===== src/rtl/serial_sub_pkg.sv =====
// Shared definitions for the bit-serial subtractor: FSM encoding and the
// one-bit borrow/difference rule.
package serial_sub_pkg;

   typedef enum logic [1:0] {
      S_IDLE = 2'd0,
      S_RUN  = 2'd1,
      S_DONE = 2'd2
   } state_t;

   // Returns {borrow_out, difference} for a single bit position.
   function automatic logic [1:0] sub_bit(input logic i_a, input logic i_b, input logic i_bin);
      logic w_d;
      logic w_bout;
      w_d    = i_a ^ i_b ^ i_bin;
      w_bout = (~i_a & i_b) | (~(i_a ^ i_b) & i_bin);
      return {w_bout, w_d};
   endfunction

endpackage


===== src/rtl/full_subtractor.sv =====
// One-bit combinational full subtractor: d = a - b - bin, with borrow-out.
module full_subtractor
   import serial_sub_pkg::*;
(
   input  logic i_a,
   input  logic i_b,
   input  logic i_bin,
   output logic o_d,
   output logic o_bout
);

   assign {o_bout, o_d} = sub_bit(i_a, i_b, i_bin);

endmodule


===== src/rtl/serial_subtractor.sv =====
// Bit-serial subtractor: diff = a - b - bin, one bit per cycle LSB first,
// with valid/ready handshakes on the operand and result sides.
module serial_subtractor
   import serial_sub_pkg::*;
#(
   parameter int WIDTH = 4
) (
   input  logic             clk,
   input  logic             rst_n,
   input  logic             in_valid,
   output logic             in_ready,
   input  logic [WIDTH-1:0] a,
   input  logic [WIDTH-1:0] b,
   input  logic             bin,
   output logic             out_valid,
   input  logic             out_ready,
   output logic [WIDTH-1:0] diff,
   output logic             bout,
   output logic             ovf,
   output state_t           o_dbg_state
);

   // Handshake: a transfer happens on a rising edge where valid and ready are
   // both high; in_ready is high only in IDLE, out_valid only in DONE, and
   // result fields stay frozen while out_valid waits for out_ready.

   localparam int CW = $clog2(WIDTH);
   localparam logic [CW-1:0] LAST = CW'(WIDTH - 1);

   state_t           r_state;
   state_t           w_next;
   logic [WIDTH-1:0] r_a_sh;
   logic [WIDTH-1:0] r_b_sh;
   logic [WIDTH-1:0] r_diff;
   logic [CW-1:0]    r_cnt;
   logic             r_borrow;
   logic             r_a_msb;
   logic             r_b_msb;
   logic             r_bout;
   logic             r_ovf;
   logic             w_accept;
   logic             w_run;
   logic             w_d;
   logic             w_bout;

   full_subtractor u_fs (
      .i_a    (r_a_sh[0]),
      .i_b    (r_b_sh[0]),
      .i_bin  (r_borrow),
      .o_d    (w_d),
      .o_bout (w_bout)
   );

   always_ff @(posedge clk or negedge rst_n) begin
      if (!rst_n) begin
         r_state <= S_IDLE;
      end else begin
         r_state <= w_next;
      end
   end

   always_comb begin
      w_next    = r_state;
      in_ready  = 1'b0;
      out_valid = 1'b0;
      case (r_state)
         S_IDLE: begin
            in_ready = 1'b1;
            if (in_valid) w_next = S_RUN;
         end
         S_RUN: begin
            if (r_cnt == LAST) w_next = S_DONE;
         end
         S_DONE: begin
            out_valid = 1'b1;
            if (out_ready) w_next = S_IDLE;
         end
         default: w_next = S_IDLE;
      endcase
   end

   assign w_accept = in_valid & in_ready;
   assign w_run    = (r_state == S_RUN);

   always_ff @(posedge clk or negedge rst_n) begin
      if (!rst_n) begin
         r_a_sh   <= '0;
         r_b_sh   <= '0;
         r_diff   <= '0;
         r_cnt    <= '0;
         r_borrow <= 1'b0;
         r_a_msb  <= 1'b0;
         r_b_msb  <= 1'b0;
         r_bout   <= 1'b0;
         r_ovf    <= 1'b0;
      end else if (w_accept) begin
         r_a_sh   <= a;
         r_b_sh   <= b;
         r_diff   <= '0;
         r_cnt    <= '0;
         r_borrow <= bin;
         r_a_msb  <= a[WIDTH-1];
         r_b_msb  <= b[WIDTH-1];
      end else if (w_run) begin
         r_a_sh   <= {1'b0, r_a_sh[WIDTH-1:1]};
         r_b_sh   <= {1'b0, r_b_sh[WIDTH-1:1]};
         r_diff   <= {w_d, r_diff[WIDTH-1:1]};
         r_cnt    <= r_cnt + 1'b1;
         r_borrow <= w_bout;
         // The bit processed last is the result MSB, so w_d is diff's sign.
         if (r_cnt == LAST) begin
            r_bout <= w_bout;
            r_ovf  <= (r_a_msb ^ r_b_msb) & (w_d ^ r_a_msb);
         end
      end
   end

   assign diff        = r_diff;
   assign bout        = r_bout;
   assign ovf         = r_ovf;
   assign o_dbg_state = r_state;

endmodule


===== config.mk =====
export PLATFORM = sky130hd
export DESIGN_NAME = serial_subtractor
export DESIGN_NICKNAME = d
export VERILOG_FILES = /design/src/rtl/serial_sub_pkg.sv /design/src/rtl/full_subtractor.sv /design/src/rtl/serial_subtractor.sv
export SDC_FILE = /design/constraint.sdc
export NUM_CORES = 1
export LEC_CHECK = 0
export CAP_MARGIN = 20
export CORE_MARGIN = 4
export CORE_UTILIZATION = 25
export CTS_BUF_LIST = sky130_fd_sc_hd__clkbuf_8 sky130_fd_sc_hd__clkbuf_16
export DETAILED_ROUTE_END_ITERATION = 10
export DONT_BUFFER_PORTS = 1
export SETUP_SLACK_MARGIN = 0.15
export SLEW_MARGIN = 20
export SYNTH_ARGS = -nofsm -noshare
export SYNTH_HDL_FRONTEND = slang
export SYNTH_SLANG_ARGS = --single-unit

===== constraint.sdc =====
create_clock -name clk -period 1.67 [get_ports clk]
set_input_delay 0.334 -clock clk [delete_from_list [all_inputs] [get_ports clk]]
set_output_delay 0.334 -clock clk [all_outputs]
set_load 0.05 [all_outputs]

==> summary.md <==
| Metric | Value |
|---|---|
| Status | finished clean |
| CTS tree | built |
| Cell mode on critical path | buf_6 |
| Seq/Total Area, Yosys | 0.5440 |
| Initial Utilization | 0.2619 |
| Multi-input gate area | roughly 410 um^2 |
| Initial antenna violation count | 0 |
| GRT Overall Usage | 0.09405 |
| # nets final | approximately 110 |
| Core area | 0.003689 mm^2 |
| Mapped cell area | around 970 um^2 |
| Post-synth cell types | 24 |
| Routed Wire Length | between 2000 and 2500 um |
| Die width | 70.16 um |
| Fraction of layout cells with a size suffix above 1 | 0.2842 |
| Synth Register Bits | 21 |
| Slowest-stage cell, CP | dfrtp_2 |
| Number of global-route vias before repair | 676 |
| Setup violations, final | 0 |
| Peak fanout along the critical path | 11 |
| Pre-CTS setup slack | approximately 180 ps |
| Post-synth EDFFs | 0 |
| Critical Path RT | 1340 ps |
| Deepest clock path buffer count | 2 |
| H-tree Lvls | 1 |
| Pleak | between 0.5 and 0.6 nW |
| WL met1 | 935 um |
| Relative slew slack | 0.3696 |
| Met3 WL | around 180 um |
| Final Util | 0.3151 |
| WL/cell | 15.47 um |
| Primary FF master, synth | dfrtp_1 |
| Setup CP Type | reg -> out |
| Antenna Nets Post-Route | 0 |
| Post-synthesis xor/xnor area fraction | 0 |
| DRC viols | 0 |
| Final period utilization | 0.8797 |
| Unrepaired setup endpoints after global routing | true |
| Via density | around 4.8 |
| Fill cell count | ~390 |
| Commonest non-fill, non-tap cells in the layout | 19 x dfrtp_1, 9 x nand2_1, 8 x o21ai_0 |
| Grt total ovfl | 0 |
| Final worst slack | 200.9 ps |
| Die Y-Extent | about 70 um |
| Hpwl dp | 1631 um |
| Boundary Pins | 23 |
| Worst path max stage delay | approximately 440 ps |
| Root Buffer | clkbuf_8 |
| Mapped Cells | 84 |
| Row count | 22 |
| Via count | 684 |
| Final-report max-slew violation count | 0 |
| Worst-Margin Slew | 942.5 ps |
| Max-Cap Viols | 0 |
| Clock sink count | 21 |
| Worst IR Drop VDD | 0.0006816 V |
| Die ar. | 0.004922 mm^2 |
| Top sig layer | met4 |
| Most common cell after layout, fill and taps aside | dfrtp_1 |
| Critical Path End Type | output port |
| Syn Area/Cell | about 11 um^2 |
| CTS buffer count | 3 |
| Met2 Routed Length | about 1100 um |
| IO Port Bufs | 0 |
| Total Negative Setup Slacks | 0 ps |
| Initial drt markers | 33 |
| FF+latch area | ~530 um^2 |
| Syn_nets | 99 |
| RD Place Congestion | 0.7076 |
| Area grow syn2layout | 20.34% |
| Tmin final | around 1500 ps |
| Simple-gate portion of the synthesized area | 0.1023 |
| Clock slew at reported path FFs | around 80 ps |
| Clock Latency Late Sink | around 260 ps |
| Post-synthesis adder-cell area fraction | 0.03368 |
| Sequence of cells on the critical path | buf_6 -> nor2_2 -> buf_6 |
| Area post-placement | between 0.001 and 0.0015 mm^2 |
| Fin. Hold Viols | 0 |
| F_max | 680.7 MHz |
| Critical path arrival | 1140 ps |
| Async SR Flop Fraction | 1.000 |
| Largest family of logic cells by synthesized area | compound AO/OA/AOI/OAI gates |
| Pin count of the biggest net entering global routing | 22 |
| Yosys warning count | 0 |
| Worst Hold Class | in -> reg |
| Compound-cell area share of the yosys netlist | 0.2215 |
| PD cells | roughly 2200 mW/mm^2 |
| Design Area, Final | 0.001162 mm^2 |
| First-pass GRT wire length | ~3600 um |
| Crit path launch type | register |
| Pre-antenna DRT Iters | 4 |
| N_diodes | 0 |
| Mux contribution to synthesized area | 0.04275 |
| Post-Route Skew | around 6.4 ps |
-- kinds of logic (layout without fill, tap and decap cells) --
group | count (synthesis) | after routing
simple gates | 19 | 19
mux | 3 | 3
flops | 21 | 21
compound gates | 30 | 30
buf+inv | 9 | 20
fa+ha+maj | 2 | 2
-- power breakdown --
group / total [mW] / switching (mW) / leakage [nW] / internal (mW)
Sequential: 1.10 / 0.382 / 0.263 / 0.720
Clock: 0.332 / 0.166 / 0.0255 / 0.166
Combinational: 1.14 / 0.599 / 0.219 / 0.542
-- state kept, by name, summed over array words and instances (netlist names) --
| name | count |
|---|---|
| r_cnt | 2 |
| r_b_msb | 1 |
| r_b_sh | 4 |
| bout | 1 |
| r_a_msb | 1 |
| o_dbg_state | 2 |
| r_borrow | 1 |
| ovf | 1 |
| r_a_sh | 4 |
| diff | 4 |
-- synthesized netlist by cell type, drive strengths merged, types with 3 or more instances --
master,number,share of area
o21ai,8,0.041
nor2b,3,0.019
dfrtp,21,0.54
a22oi,6,0.047
inv,4,0.016
a2bb2oi,3,0.027
nor2,4,0.016
mux2,3,0.043
a21oi,3,0.016
nand2,9,0.035
a22o,7,0.063
buf,5,0.040
-- routing by layer --
metal | GRT usage | vias to the layer above
met5 | 0 | -
met4 | 0.03830 | 0
met3 | 0.04748 | 5
met2 | 0.1375 | 27
met1 | 0.1170 | 328
li1 | - | 324
-- stage by stage --
| step | instances | power [mW] | hold WS (ps) |
|---|---|---|---|
| finish | 143 | 2.576 | 141.6 |
| global route | 143 | 2.739 | 132.4 |
| CTS | 143 | 2.559 | 133.7 |
| detailed placement | 135 | 2.145 | 38.92 |
| global placement | 135 | 2.097 | 39.02 |
| floorplan | 84 | 1.874 | 38.41 |
-- repair_timing --
item                       CTS  global route
hold endpoints to repair    21             0
hold buffers                 1             0
pin swaps                    0             0
buffers inserted             3             0
gates resized for setup      3             5
setup endpoints to repair    2             5
-- worst paths after layout --
path	startpoint	to	slack, ps	depth (start not counted)
worst max-delay path	o_dbg_state[0]	in_ready	200	3
worst min-delay path	out_ready	o_dbg_state[1]	140	1
worst max register to register	r_borrow	ovf	220	5
worst min register to register	r_cnt[1]	r_cnt[1]	510	1
max in group asynchronous	rst_n	o_dbg_state[0]	370	1
min in group asynchronous	rst_n	diff[3]	660	1
-- layout make-up --
| type | count | share of cell area |
|---|---|---|
| clock buffers | 3 | 0.03552 |
| clock inverters | 1 | 0.004306 |
| inverters | 4 | 0.01292 |
| multi-input cells | 54 | 0.3488 |
| flip-flops and latches | 21 | 0.4543 |
| well taps | 48 | 0.05167 |
| repair buffers | 12 | 0.09257 |
-- critical path: cells and delay by family, from the launching register on --
family,cells,cell delay [ps]
DFF,1,440
buffers and inverters,2,320
and+or+nand+nor,1,120
(Power assumes the default switching activity.)
